`src/rtl/uart_loader.sv`:
```
// UART program loader: parses SYNC/ADDR/COUNT/DATA/CHK frames from the receiver
// byte strobe into instruction-memory writes, holding the CPU in reset meanwhile.
module uart_loader #(
  parameter int unsigned ADDR_W       = 10,
  parameter int unsigned WORD_W       = 22,
  parameter logic [7:0]  SYNC_BYTE    = 8'hA5,
  parameter int unsigned TIMEOUT_CLKS = 100000
) (
  input  logic              clock,
  input  logic              i_reset_n,
  input  logic              i_data_avail,
  input  logic [7:0]        i_data_byte,
  output logic              o_mem_we,
  output logic [ADDR_W-1:0] o_mem_addr,
  output logic [WORD_W-1:0] o_mem_wdata,
  output logic              o_cpu_hold,
  output logic              o_done,
  output logic              o_error
);

  localparam int unsigned     TMO_W    = $clog2(TIMEOUT_CLKS + 1);
  localparam logic [TMO_W-1:0] TMO_LAST = TMO_W'(TIMEOUT_CLKS - 1);

  localparam logic [2:0] S_IDLE    = 3'd0;
  localparam logic [2:0] S_ADDR_HI = 3'd1;
  localparam logic [2:0] S_ADDR_LO = 3'd2;
  localparam logic [2:0] S_COUNT   = 3'd3;
  localparam logic [2:0] S_DATA    = 3'd4;
  localparam logic [2:0] S_CHK     = 3'd5;

  logic [2:0]        state_q, state_n;
  logic [ADDR_W-1:0] addr_q, addr_n;
  logic [8:0]        cnt_q, cnt_n;
  logic [1:0]        idx_q, idx_n;
  logic [15:0]       asm_q, asm_n;
  logic [7:0]        sum_q, sum_n;
  logic [TMO_W-1:0]  tmo_q, tmo_n;
  logic              we_n, done_n, err_n, hold_n;
  logic [ADDR_W-1:0] waddr_n;
  logic [WORD_W-1:0] wdata_n;
  logic [15:0]       addr_ext;
  logic [23:0]       word24;

  // Next-state and output decode; a byte strobe always beats timeout expiry
  always_comb begin
    state_n  = state_q;
    addr_n   = addr_q;
    cnt_n    = cnt_q;
    idx_n    = idx_q;
    asm_n    = asm_q;
    sum_n    = sum_q;
    tmo_n    = tmo_q;
    we_n     = 1'b0;
    waddr_n  = o_mem_addr;
    wdata_n  = o_mem_wdata;
    done_n   = 1'b0;
    err_n    = 1'b0;
    hold_n   = 1'b0;
    addr_ext = 16'(addr_q);
    word24   = {asm_q, i_data_byte};

    if (state_q == S_IDLE) begin
      tmo_n = '0;
      if (i_data_avail && (i_data_byte == SYNC_BYTE)) begin
        state_n = S_ADDR_HI;
        sum_n   = 8'h00;
        idx_n   = 2'd0;
      end
    end else if (i_data_avail) begin
      tmo_n = '0;
      sum_n = 8'(sum_q + i_data_byte);
      case (state_q)
        S_ADDR_HI: begin
          addr_n  = ADDR_W'({i_data_byte, 8'h00});
          state_n = S_ADDR_LO;
        end
        S_ADDR_LO: begin
          addr_n  = ADDR_W'({addr_ext[15:8], i_data_byte});
          state_n = S_COUNT;
        end
        S_COUNT: begin
          cnt_n   = (i_data_byte == 8'h00) ? 9'd256 : {1'b0, i_data_byte};
          idx_n   = 2'd0;
          state_n = S_DATA;
        end
        S_DATA: begin
          if (idx_q == 2'd2) begin
            we_n    = 1'b1;
            waddr_n = addr_q;
            wdata_n = WORD_W'(word24);
            addr_n  = addr_q + 1'b1;
            cnt_n   = cnt_q - 9'd1;
            idx_n   = 2'd0;
            if (cnt_q == 9'd1) state_n = S_CHK;
          end else begin
            asm_n = {asm_q[7:0], i_data_byte};
            idx_n = idx_q + 2'd1;
          end
        end
        S_CHK: begin
          if (8'(sum_q + i_data_byte) == 8'h00) done_n = 1'b1;
          else                                  err_n  = 1'b1;
          state_n = S_IDLE;
        end
        default: state_n = S_IDLE;
      endcase
    end else if (tmo_q == TMO_LAST) begin
      err_n   = 1'b1;
      tmo_n   = '0;
      state_n = S_IDLE;
    end else begin
      tmo_n = tmo_q + 1'b1;
    end

    hold_n = (state_n != S_IDLE);
  end

  // State, datapath and registered outputs
  always_ff @(posedge clock) begin
    if (!i_reset_n) begin
      state_q     <= S_IDLE;
      addr_q      <= '0;
      cnt_q       <= '0;
      idx_q       <= '0;
      asm_q       <= '0;
      sum_q       <= '0;
      tmo_q       <= '0;
      o_mem_we    <= 1'b0;
      o_mem_addr  <= '0;
      o_mem_wdata <= '0;
      o_cpu_hold  <= 1'b0;
      o_done      <= 1'b0;
      o_error     <= 1'b0;
    end else begin
      state_q     <= state_n;
      addr_q      <= addr_n;
      cnt_q       <= cnt_n;
      idx_q       <= idx_n;
      asm_q       <= asm_n;
      sum_q       <= sum_n;
      tmo_q       <= tmo_n;
      o_mem_we    <= we_n;
      o_mem_addr  <= waddr_n;
      o_mem_wdata <= wdata_n;
      o_cpu_hold  <= hold_n;
      o_done      <= done_n;
      o_error     <= err_n;
    end
  end

endmodule

```
`config.mk`:
```
export PLATFORM = sky130hd
export DESIGN_NAME = uart_loader
export DESIGN_NICKNAME = d
export VERILOG_FILES = /design/src/rtl/uart_loader.sv
export SDC_FILE = /design/constraint.sdc
export NUM_CORES = 1
export LEC_CHECK = 0
export BUFFER_PORTS_ARGS = -buffer_cell sky130_fd_sc_hd__buf_4
export CAP_MARGIN = 20
export CORE_MARGIN = 1.5
export CORE_UTILIZATION = 53
export DETAILED_ROUTE_END_ITERATION = 6
export HOLD_SLACK_MARGIN = 0.15
export PLACE_DENSITY = 0.85
export SLEW_MARGIN = 20
export SYNTH_ARGS = -nofsm -noshare
export SYNTH_HDL_FRONTEND = slang
export SYNTH_SLANG_ARGS = --single-unit
```
`constraint.sdc`:
```
create_clock -name clock -period 2.23 [get_ports clock]
set_input_delay 0.446 -clock clock [delete_from_list [all_inputs] [get_ports clock]]
set_output_delay 0.446 -clock clock [all_outputs]
set_load 0.1 [all_outputs]
```
==> Word level (Yosys, flattened, before mapping) <==
Index checks and enable logic that the tools add are counted.
{ "classes": {"add_sub_neg": 5, "n_eq_ne": 11, "muxes": 26, "n_bitwise": 7, "n_reduce_logical": 21} }
{ "ops": {"columns": ["cell", "n"], "rows": [
  ["$pmux W10 S3", 1],
  ["$mux W8", 3],
  ["$mux W3", 6],
  ["$mux W9", 2],
  ["$pmux W9 S2", 1],
  ["$add A17 B1 Y17 const B", 1],
  ["$eq A17 B17 Y1 const B", 1],
  ["$logic_not A8 Y1", 2],
  ["$reduce_and A4 Y1", 4],
  ["$pmux W3 S4", 1],
  ["$reduce_or A4 Y1", 3],
  ["$add A10 B1 Y10 const B", 1],
  ["$mux W10", 1],
  ["$eq A9 B1 Y1 const B", 1],
  ["$reduce_bool A3 Y1", 3],
  ["$sub A9 B1 Y9 const B", 1],
  ["$add A8 B8 Y8", 1],
  ["$eq A8 B8 Y1 const B", 1],
  ["$mux W2", 4],
  ["$not A1 Y1", 7],
  ["$eq A3 B2 Y1 const B", 2],
  ["$eq A3 B3 Y1 const B", 2],
  ["$mux W1", 6],
  ["$reduce_bool A2 Y1", 3],
  ["12 further kinds", 12]
]} }
{ "totals": {"regBits": 99, "output_inout_bits": 36, "word_cells": 84} }

==> Longest topological paths before layout <==
Gate-level depths: netlist of run 1.
{ "depth": {"word_depth": 7, "mapped_depth": 8} }

==> Least setup slack after synthesis of run 1 <==
OpenSTA, ideal clock, no wires.
{ "synth_path": {"path_kind": "input -> register", "start": "input i_data_byte[0]", "end": "register o_error", "setup_ns": 0.128, "arrival_time_ns": 2.019, "path_slack_ns": 0.084, "stages": 7, "n_path_buf": 0, "path_cell_list": "ha_1 > fa_1 > a211oi_2 > o21ba_2 > o221ai_1 > nor4b_1 > o22ai_1"} }
{ "synth_via": {"elab_chain_len": 5} }
{ "synth_lines": {"columns": ["element", "line_no", "rtl"], "rows": [
  ["start: declaration", "12", "input logic [7:0] i_data_byte,"],
  ["$add A8 B8 Y8", "101", "if (8'(sum_q + i_data_byte) == 8'h00) done_n = 1'b1;"],
  ["$logic_not A8 Y1", "101", null],
  ["$mux W1", "101", null],
  ["$mux W1", "72", "case (state_q)"],
  ["$mux W1", "69", "end else if (i_data_avail) begin"],
  ["end signal: assignment", "147", "o_error <= err_n;"],
  ["end: declaration", "18", "output logic o_error"]
]} }
Every way passes these cells.
A chain may end at the register's enable or synchronous reset.

==> Worst setup path in the final report of run 1 <==
{ "layout_path": {"start": "register sum_q[0]", "end": "register o_error"} }
{ "layout_via": {"elab_chain_len": 5} }
{ "layout_lines": {"columns": ["element", "line_no", "rtl"], "rows": [
  ["start: declaration", "36", "logic [7:0] sum_q, sum_n;"],
  ["start signal: assignment", "140", "sum_q <= sum_n;"],
  ["$add A8 B8 Y8", "101", null],
  ["$logic_not A8 Y1", "101", null],
  ["$mux W1", "101", null],
  ["$mux W1", "72", null],
  ["$mux W1", "69", null]
]} }
Every way passes these cells.

==> summary.md, run 1 <==
| Metric | Value |
|---|---|
| DR vias | 4,226 |
| FMAX | 460 MHz |
| LEAKAGE | 0.00210 uW |
| TritonCTS clock tree | yes |
| Fin nets | roughly 640 |
| Setup violators final | 0 |
| Die height | approximately 97 um |
| Post-synth EDFFs | 0 |
| CP Capture Type | register |
| Area Growth Syn to Fin | 16.9% |
| Remaining DRCs | 0 |
| WP data required | between 2000 and 2500 ps |
| Worst min-delay path category | in2reg |
| Dpl cell area | 5190 um^2 |
| Max-slew violations | 0 |
| Global-route wire length before repair | ~18,000 um |
| ANT cells | 0 |
| Mean Syn Cell Area | 8.26 um^2 |
| Die area | around 9400 um^2 |
| Fin area | approximately 5500 um^2 |
| Post-Syn Area | approximately 4700 um^2 |
| WL final | 11,100 um |
| Skew final | 12.8 ps |
| Clock power share | 0.368 |
| Final Hold Fails | 0 |
| Post-synthesis adder-cell area fraction | 0.0338 |
| Compound-Gate Fraction of Synth Area | 0.173 |
| Initial Util | 0.540 |
| Placed wire-length estimate | 7650 um |
| Worst hold slack | approximately 370 ps |
| Clk_lat worst skew | about 380 ps |
| Ys flop type | dfxtp_1 |
| Final period util | 0.976 |
| Hold_sp | i_data_byte[7] |
| Fin util | 0.631 |
| YS warnings | 0 |
| Hold_buf cts | 0 |
| GRT Util Overall | 0.238 |
| VDD IR max | ~0.40 mV |
| Global route overflow | 0 |
| # clock sinks | between 90 and 100 |
| Vias in the first global route | around 4,000 |
| Status | complete, no violations |
| IO buf count | 46 |
| Most common cell after layout, fill and taps aside | dfxtp_1 |
| Rows | 34 |
| DIE WIDTH | about 97 um |
| Xor/xnor cell area share of the yosys netlist | 0.0338 |
| WL/cell | ~15 um |
| Combinational group share of total power | 0.046 |
| Largest family of logic cells by synthesized area | simple AND/OR/NAND/NOR gates |
| Worst Path Max Fanout | 3 |
| Total CTS buffers | 9 |
| Post-Synth Simple-Gate Area | 0.254 |
| First-pass detailed-route iteration total | 5 |
| Synthesis-stage register bit count | 99 |
| WS Path Type | reg2reg |
| Asr flop ratio synth | 0 |
| Worst reg2reg startpoint | sum_q[0]$_SDFFE_PN0P_ |
| Synthesized instance count | 565 |
| Worst Hold Path Cells | 3 |
| Flop pwr share | 0.586 |
| Largest net degree at the start of global routing | 66 |
| Sw Ratio | 0.254 |
| Startpoint Class | register |
| Layout cells sized above 1 | 0.182 |
| Power, Total | just over 3000 uW |
| Pwr per Cell Area | around 550 nW/um^2 |
| Net switching power | ~760 uW |
| Root Buffer | clkbuf_8 |
| Starting DRT DRC Count | 311 |
| Slew @ Worst Pin | approximately 660 ps |
| H-tree Lvls | 3 |
| Max_cap viols | 0 |
| Core Area | ~8600 um^2 |
| Flop-to-flop setup slack | 50 ps |
| Detail Route Antenna Nets | 0 |
| Tmin final | around 2200 ps |
| FILL cells | just over 700 |
| Gpl congestion | between 0.9 and 1 |
| Slew HR | 0.563 |
| Clock-pin slew on the worst setup and hold paths | between 100 and 150 ps |
| Initial antenna violation count | 0 |
| Via density | between 5 and 6 |
| IO Pins | between 40 and 50 |
| Yosys cell types | between 60 and 70 |
| R2R cell count | 8 |
| Most frequent cells in the layout | dfxtp_1, nand2_1, buf_4 |
| Seq/Total Area, Yosys | 0.425 |
| Maximum root-to-sink buffer count | 2 |
| Mux contribution to synthesized area | 0.0365 |
| Hold Path Sink | o_mem_wdata[7]$_SDFFE_PN0P_ |
| P_int | 2250 uW |
| Critical R2R Capture | o_error$_SDFF_PP0_ |
| Mapped Nets | just under 600 |
| Crit path DAT | 2430 ps |
## cell type report
cell class	count	area [um^2]	share of cell area
multi-input cells	425	2540	0.466
flip-flops and latches	99	1980	0.364
repair buffers	73	561	0.103
inverters	12	45.0	0.00826
well taps	108	135	0.0248
clock inverters	7	65.1	0.0119
clock buffers	9	124	0.0227
## worst max-delay path, cell delays in order, from the launching register on
cell	delay (ps)
dfxtp_2	350
ha_4	170
fa_2	420
a211oi_4	280
or4_4	210
o2111ai_4	130
nor4b_2	290
buf_4	150
o22ai_1	70
## sequential cells by signal, summed over array words and instances, names as in the netlist
register	count
addr_q	10
asm_q	14
cnt_q	9
idx_q	2
o_cpu_hold	1
o_done	1
o_error	1
o_mem_addr	10
o_mem_wdata	22
o_mem_we	1
state_q	3
sum_q	8
tmo_q	17
## metrics by stage
stage | std cells | setup WS [ps] | setup TNS, ps
floorplan | 565 | 83.6 | 0
global placement | 716 | -201 | -386
detailed placement | 716 | -262 | -494
CTS | 732 | 9.23 | 0
global route | 733 | -16.6 | -29.5
finish | 733 | 54.3 | 0
## worst max path at each step
| stage | startpoint | endpoint | slack, ps |
|---|---|---|---|
| final | sum_q[0]$_SDFFE_PN0P_ | o_error$_SDFF_PP0_ | 50 |
| after CTS | sum_q[0]$_SDFFE_PN0P_ | o_done$_SDFF_PP0_ | 9 |
| after floorplan | i_data_byte[0] | o_error$_SDFF_PP0_ | 80 |
| after global routing | sum_q[0]$_SDFFE_PN0P_ | o_error$_SDFF_PP0_ | -20 |
| after detailed placement | i_data_byte[0] | o_done$_SDFF_PP0_ | -260 |
| after global placement | i_data_byte[0] | o_error$_SDFF_PP0_ | -200 |
## power by group through the flow
stage	clock network (uW)	logic (uW)	registers (uW)
after global routing	1210	148	1770
after floorplan	0	65.3	1810
after global placement	0	124	1810
after detailed placement	0	127	1810
after CTS	1140	128	1770
final	1110	139	1770
## what timing repair did
action | in CTS | in global routing
pin swaps | 3 | 5
gates resized for setup | 1 | 11
cloned | 0 | 0
setup buffers | 0 | 1
setup endpoints to repair | 1 | 2
## layer usage
layer | global-route usage | wire length [um] | vias to the layer above
met5 | 0 | 0 | -
met4 | 0.104 | 359 | 0
met3 | 0.0571 | 677 | 29
met2 | 0.392 | 5260 | 137
met1 | 0.295 | 4810 | 1971
li1 | - | - | 2089
## cells by family after synthesis
kind of cell / Yosys count
AO/OA/AOI/OAI: 130
adder cells (fa/ha/maj): 12
XOR/XNOR: 18
AND/OR/NAND/NOR: 248
flip-flops: 99
multiplexers: 17
buffers and inverters: 41
## synthesized netlist by cell type, types with 3 or more instances
library cell | n | share of area
nand2b_1 | 6 | 0.0080
and3_1 | 5 | 0.0067
o221ai_1 | 3 | 0.0056
xnor2_1 | 9 | 0.017
nor2_1 | 69 | 0.056
nand3_1 | 15 | 0.016
ha_1 | 11 | 0.030
buf_4 | 3 | 0.0048
nand2_1 | 94 | 0.076
and4_1 | 3 | 0.0056
buf_2 | 7 | 0.0075
or3_1 | 3 | 0.0040
buf_6 | 4 | 0.0097
nor2b_1 | 3 | 0.0040
nor4_1 | 5 | 0.0067
a31oi_1 | 4 | 0.0054
dfxtp_1 | 99 | 0.42
and2_1 | 8 | 0.011
a211oi_1 | 3 | 0.0048
mux2i_1 | 17 | 0.036
a21oi_1 | 57 | 0.061
xor2_1 | 9 | 0.017
a22oi_1 | 9 | 0.014
o21a_1 | 3 | 0.0048
o211ai_1 | 4 | 0.0064
inv_1 | 12 | 0.0097
clkbuf_1 | 14 | 0.011
nor3b_1 | 4 | 0.0064
o22ai_1 | 5 | 0.0067
nor3_1 | 10 | 0.011
nand4_1 | 5 | 0.0067
o21ai_0 | 21 | 0.023
a221oi_1 | 3 | 0.0056
Power figures use the tool's default switching activity.
==> inputs of run 2 (changes only) <==
- SETUP_SLACK_MARGIN: not set -> 0.4
==> run 2 against run 1 <==
  * Via count grew 1.7%
  * Setup slack gained 61 ps
  * Combinational power grew 4%
  * Maximum frequency grew 2.9%
  * Cell area grew 2.7%
  * Final cell count shrank 0.14%
  * Clock power grew 14%
  * Non-clock buffer count shrank 1
  * Die area is the same
  * Clock skew shrank 0.56 ps
  * Power grew 5.2%
  * Count of clock-buffer cells in the layout is the same
  * Largest cell class unchanged
  * Highest routed layer unchanged
==> summary.md, run 2 (synthesis gave the netlist of run 1 again) <==
| Metric | Value |
|---|---|
| Pwr per Cell Area | 567 nW/um^2 (+2.5%) |
| Startpoint Class | register |
| First-pass detailed-route iteration total | 5 (unchanged) |
| Biggest register | o_mem_wdata |
| DR WL met2 | 5540 um (+5.4%) |
| Crit-path leading delay family | compound AO/OA/AOI/OAI gates |
| DP Worst Slack | -186 ps (+76.4 ps) |
| Largest net degree at the start of global routing | 62 (-6.1%) |
| WP buf/inv | 1 (unchanged) |
| Tmin final | 2110 ps (-60.8 ps) |
| Global-route wire length before repair | 18,500 um (+0.71%) |
| Met3 WL | 708 um (+4.6%) |
| VDD IR max | 0.326 mV (-18%) |
| Worst path slowest cell | dfxtp_1 |
| Core Area | 8640 um^2 (unchanged) |
| Total CTS buffers | 9 (unchanged) |
| Gpl congestion | 0.903 (+0.24%) |
| TritonCTS clock tree | yes |
| FMAX | 473 MHz (+2.9%) |
| Fin nets | 642 (-0.16%) |
| GRT Util Overall | 0.237 (-0.000307) |
| Clk_lat worst skew | 380 ps (about the same) |
| Max_cap viols | 0 (unchanged) |
| Final period util | 0.948 (-0.0273) |
| Layout cells sized above 1 | 0.220 (+0.0372) |
| Die height | 96.8 um (unchanged) |
| Setup violators final | 0 (unchanged) |
| Clock-pin slew on the worst setup and hold paths | 110 ps (about the same) |
| Status | complete, no violations |
| CP Capture Type | register |
| Placed wire-length estimate | 7680 um (+0.29%) |
| Final Hold Fails | 0 (unchanged) |
| CP Cell Sequence | ha_2, nor2b_1, a221oi_1, o311ai_2, buf_4, nor4b_4, o22ai_1 |
| Largest registers | o_mem_wdata (22), tmo_q (17), asm_q (14) |
| Fin util | 0.648 (+0.0170) |
| Root Buffer | clkbuf_8 |
| Initial antenna violation count | 0 (unchanged) |
| Fin area | 5600 um^2 (+2.7%) |
| Worst min-delay path category | in2reg |
| Via density | 5.87 (+1.9%) |
| ANT cells | 0 (unchanged) |
| Slew HR | 0.676 (+0.113) |
| Maximum root-to-sink buffer count | 2 (unchanged) |
| RSZ-0062 raised after global routing | yes |
| Die area | 9370 um^2 (unchanged) |
| Area Growth Syn to Fin | 20.0% |
| Vias in the first global route | 4,067 (+2.7%) |
| WS Path Type | reg2reg |
| # clock sinks | 99 (unchanged) |
| Rows | 34 (unchanged) |
| Max FFs per register | 22 (unchanged) |
| Skew final | 12.2 ps (-0.559 ps) |
| Starting DRT DRC Count | 258 (-17%) |
| CP peak stage delay | 390 ps (-30 ps) |
| Initial Util | 0.540 (unchanged) |
| Worst Path Max Fanout | 5 (+2) |
| Max-slew violations | 0 (unchanged) |
| Setup WS post-layout | 115 ps (+60.8 ps) |
| Remaining DRCs | 0 (unchanged) |
| WL/cell | 15.9 um (+4.8%) |
| LEAKAGE | 0.00213 uW (+1.3%) |
| IO Pins | 47 (unchanged) |
| WL final | 11,600 um (+4.7%) |
| M1 WL | 5030 um (+4.4%) |
| Crit path DAT | 2380 ps (-50 ps) |
| Detail Route Antenna Nets | 0 (unchanged) |
| Top layer in use | met4 |
| Global route overflow | 0 (unchanged) |
| Slew @ Worst Pin | 483 ps (-173 ps) |
| Dpl cell area | 5190 um^2 (about the same) |
| WP data required | 2490 ps (about the same) |
| H-tree Lvls | 3 (unchanged) |
| DIE WIDTH | 96.8 um (unchanged) |
| IO buf count | 46 (unchanged) |
| DR vias | 4,299 (+1.7%) |
| Most frequent cells in the layout | nand2_1, dfxtp_1, buf_4 |
[run 2: cell types whose count changed in the layout (fill, tap and decap cells not counted), sizes merged]
cell	before	now
buf	73	72
bufinv	0	1
inv	16	15
[run 2: where the power goes]
group | internal (uW) | total [uW] | switching (uW)
Combinational | 54.1 | 145 | 91.3
Sequential | 1770 | 1770 | 0.507
Clock | 553 | 1260 | 708
[run 2: metrics by stage]
stage | total power (uW) | hold slack (ps) | std cells | TNS [ps]
floorplan | 1880 | 426 | 565 | 0
global placement | 1940 | 438 | 711 | -115
detailed placement | 1940 | 447 | 711 | -383
CTS | 3180 | 350 | 729 | 0
global route | 3260 | 379 | 732 | 0
finish | 3170 | 362 | 732 | 0
[run 2: what timing repair did]
item                                    in CTS  in global routing
setup buffers                                2                  3
hold buffers                                 0                  0
endpoints found under the setup margin      20                 19
pin swaps                                    7                 13
resized for setup                            8                 32
[run 2: worst reg2reg max path, cell delays in order (launching register included)]
cell and delay, ps:
dfxtp_1 390, ha_2 320, nor2b_1 160, a221oi_1 380, o311ai_2 170, buf_4 180, nor4b_4 290, o22ai_1 110
[run 2: cell type report]
type	instances	area [um^2]
fill	696	3040
multi-input combinational	425	2650
sequential	99	1990
timing repair buffer	72	557
tap	108	135
clock buffer	9	124
clock inverter	7	96.3
inverter	12	45.0
[run 2: per-layer routing]
metal,vias to the layer above,global-route usage
met5,-,0
met3,31,0.0426
met2,178,0.395
li1,2086,-
met1,2004,0.293
met4,0,0.122
[run 2: path summary, 6_finish.rpt]
path / startpoint / to / slack, ps / depth (start not counted)
setup / recovery: sum_q[4]$_SDFFE_PN0P_ / o_error$_SDFF_PP0_ / 120 / 7
hold / removal: i_data_byte[6] / o_mem_wdata[6]$_SDFFE_PN0P_ / 360 / 3
setup reg to reg: sum_q[4]$_SDFFE_PN0P_ / o_error$_SDFF_PP0_ / 120 / 7
hold reg to reg: asm_q[11]$_SDFFE_PN0P_ / o_mem_wdata[19]$_SDFFE_PN0P_ / 460 / 2
==> inputs of run 3 (changes only) <==
- CORE_UTILIZATION: 53 -> 55
- CTS_BUF_LIST: not set -> sky130_fd_sc_hd__clkbuf_4
- PLACE_DENSITY: 0.85 -> 0.87
==> run 3 against run 2 <==
  * Non-clock buffer count up 2
  * Largest power group unchanged
  * Power down 10%
  * Die area down 3.5%
  * Count of clock-buffer cells in the layout unchanged
  * Register-to-register slack better by 95 ps
==> summary.md, run 3 (synthesis gave the netlist of run 1 again) <==
| Metric | Value |
|---|---|
| DR vias | 4,242 (-1.3%) |
| WL final | 11,100 um (-4.4%) |
| Via density | 5.80 (-1.2%) |
| Crit path DAT | 2380 ps (about the same) |
| Detail Route Antenna Nets | 0 (unchanged) |
| Starting DRT DRC Count | 308 (+19%) |
| Gpl congestion | 0.893 (-1.1%) |
| Critical R2R Capture | o_error$_SDFF_PP0_ |
| LEAKAGE | 0.00210 uW (-1.5%) |
| Tmin final | 2020 ps (-95.4 ps) |
| Clk_lat worst skew | 470 ps (+90 ps) |
| Post-Place Cells | 712 (+0.14%) |
| Flop-to-flop setup slack | 210 ps (+100 ps) |
| Worst Setup SP | sum_q[0]$_SDFFE_PN0P_ |
| Worst reg2reg startpoint | sum_q[0]$_SDFFE_PN0P_ |
| First-pass detailed-route iteration total | 5 (unchanged) |
| IO buf count | 46 (unchanged) |
| Slew @ Worst Pin | 538 ps (+55.1 ps) |
| Pwr per Cell Area | 521 nW/um^2 (-8.0%) |
| TritonCTS clock tree | yes |
| Combinational group share of total power | 0.050 (+0.004) |
| GRT Util Overall | 0.251 (+0.0138) |
| Power, Total | 2850 uW (-10%) |
| Final period util | 0.906 (-0.0428) |
| VDD IR max | 0.378 mV (+16%) |
| Worst min-delay path category | in2reg |
| CP Capture Type | register |
| Initial antenna violation count | 0 (unchanged) |
| Flop pwr share | 0.620 (+0.063) |
| FILL cells | 677 (-2.7%) |
| Layout cells sized above 1 | 0.216 (-0.00390) |
| H-tree Lvls | 3 (unchanged) |
| Slew HR | 0.641 (-0.0345) |
| Area Growth Syn to Fin | 17.4% |
| R2R cell count | 7 (unchanged) |
| Root Buffer | clkbuf_4 |
| Global-route wire length before repair | 17,800 um (-4.2%) |
| DIE WIDTH | 95.1 um (-1.8%) |
| Rows | 33 (-2.9%) |
| Biggest register | o_mem_wdata |
| IO Pins | 47 (unchanged) |
| Die area | 9040 um^2 (-3.5%) |
| Clock-pin slew on the worst setup and hold paths | 170 ps (+60 ps) |
| FMAX | 495 MHz (+4.7%) |
| Maximum root-to-sink buffer count | 2 (unchanged) |
| WL/cell | 15.2 um (-4.3%) |
| Die height | 95.1 um (-1.8%) |
| P_int | 2090 uW (-12%) |
| WS Path Type | reg2reg |
| Setup violators final | 0 (unchanged) |
| RSZ-0062 raised after global routing | yes |
| WP data required | 2600 ps (+110 ps) |
| Fin nets | 644 (+0.31%) |
| # clock sinks | 99 (unchanged) |
| Max-slew violations | 0 (unchanged) |
| Global route overflow | 0 (unchanged) |
| Skew final | 15.2 ps (+3.02 ps) |
| Startpoint Class | register |
| Placed wire-length estimate | 7580 um (-1.2%) |
| Remaining DRCs | 0 (unchanged) |
| Sw Ratio | 0.268 (+0.0164) |
| Max FFs per register | 22 (unchanged) |
| Most common cell after layout, fill and taps aside | nand2_1 |
| Initial Util | 0.568 (+0.0276) |
| Clock power share | 0.330 (-0.067) |
| Final Hold Fails | 0 (unchanged) |
| Core Area | 8220 um^2 (-4.9%) |
| Final std cells w/o fill | 731 (-0.14%) |
| Net switching power | 766 uW (-4.2%) |
| Critical Path Sink | o_error$_SDFF_PP0_ |
| Largest net degree at the start of global routing | 54 (-13%) |
| Max_cap viols | 0 (unchanged) |
| Most frequent cells in the layout | nand2_1, dfxtp_1, buf_4 |
| Worst Path Max Fanout | 3 (-2) |
| Largest registers | o_mem_wdata (22), tmo_q (17), asm_q (14) |
| ANT cells | 0 (unchanged) |
| Total CTS buffers | 9 (unchanged) |
| Status | complete, no violations |
| Vias in the first global route | 3,799 (-6.6%) |
==> run 3: cell type report <==
type,count,area (um^2),area share
repair buffers,74,556,0.101
clock inverters,7,70.1,0.0128
inverters,12,45.0,0.00822
flip-flops and latches,99,2000,0.364
multi-input cells,425,2610,0.477
clock buffers,9,67.6,0.0123
well taps,105,131,0.0240
==> run 3: timing repair <==
action | 4_1_cts | 5_1_grt
endpoints found under the setup margin | 21 | 60
resized for setup | 11 | 23
buffers inserted | 2 | 1
hold buffers | 0 | 0
pin swaps | 7 | 2
==> run 3: worst min path at each step <==
stage,startpoint,slack [ps],to,depth (start not counted)
3_5_place_dp,asm_q[13]$_SDFFE_PN0P_,450,o_mem_wdata[21]$_SDFFE_PN0P_,2
3_3_place_gp,tmo_q[0]$_SDFF_PP0_,440,tmo_q[0]$_SDFF_PP0_,1
2_1_floorplan,tmo_q[0]$_SDFF_PP0_,430,tmo_q[0]$_SDFF_PP0_,1
6_report,i_data_byte[7],270,o_mem_wdata[7]$_SDFFE_PN0P_,3
4_1_cts,i_data_byte[7],250,o_mem_wdata[7]$_SDFFE_PN0P_,3
5_1_grt,i_data_byte[7],260,addr_q[7]$_SDFFE_PN0P_,3
==> run 3: worst max-delay path: stages (launching register included) <==
cell	delay, ps
dfxtp_2	370
ha_4	160
fa_2	370
a211oi_4	280
or4_1	180
o2111ai_2	160
nor4b_4	300
o22ai_1	110
==> run 3: power groups by stage <==
| stage | clock [uW] | sequential [uW] | combinational, uW |
|---|---|---|---|
| after floorplan | 0 | 1810 | 68.1 |
| after global placement | 0 | 1810 | 131 |
| after detailed placement | 0 | 1810 | 133 |
| after CTS | 952 | 1770 | 135 |
| after global routing | 1020 | 1770 | 153 |
| final | 942 | 1770 | 144 |
==> run 3: layer usage <==
metal	share of wire	vias to the layer above	GRT usage
li1	-	2095	-
met5	0	-	0
met4	0.021	0	0.107
met2	0.48	131	0.409
met1	0.44	1991	0.322
met3	0.050	25	0.0502
==> run 3: through the flow <==
step | TNS, ps | instance area, um^2 | util | worst slack, ps | hold slack [ps]
after floorplan | 0 | 4700 | - | 164 | 426
after global placement | -152 | 5200 | 0.633 | -86.8 | 439
after detailed placement | -322 | 5200 | 0.633 | -139 | 447
after CTS | 0 | 5390 | 0.656 | 236 | 253
after global routing | 0 | 5480 | 0.667 | 111 | 256
final | 0 | 5480 | 0.667 | 211 | 266
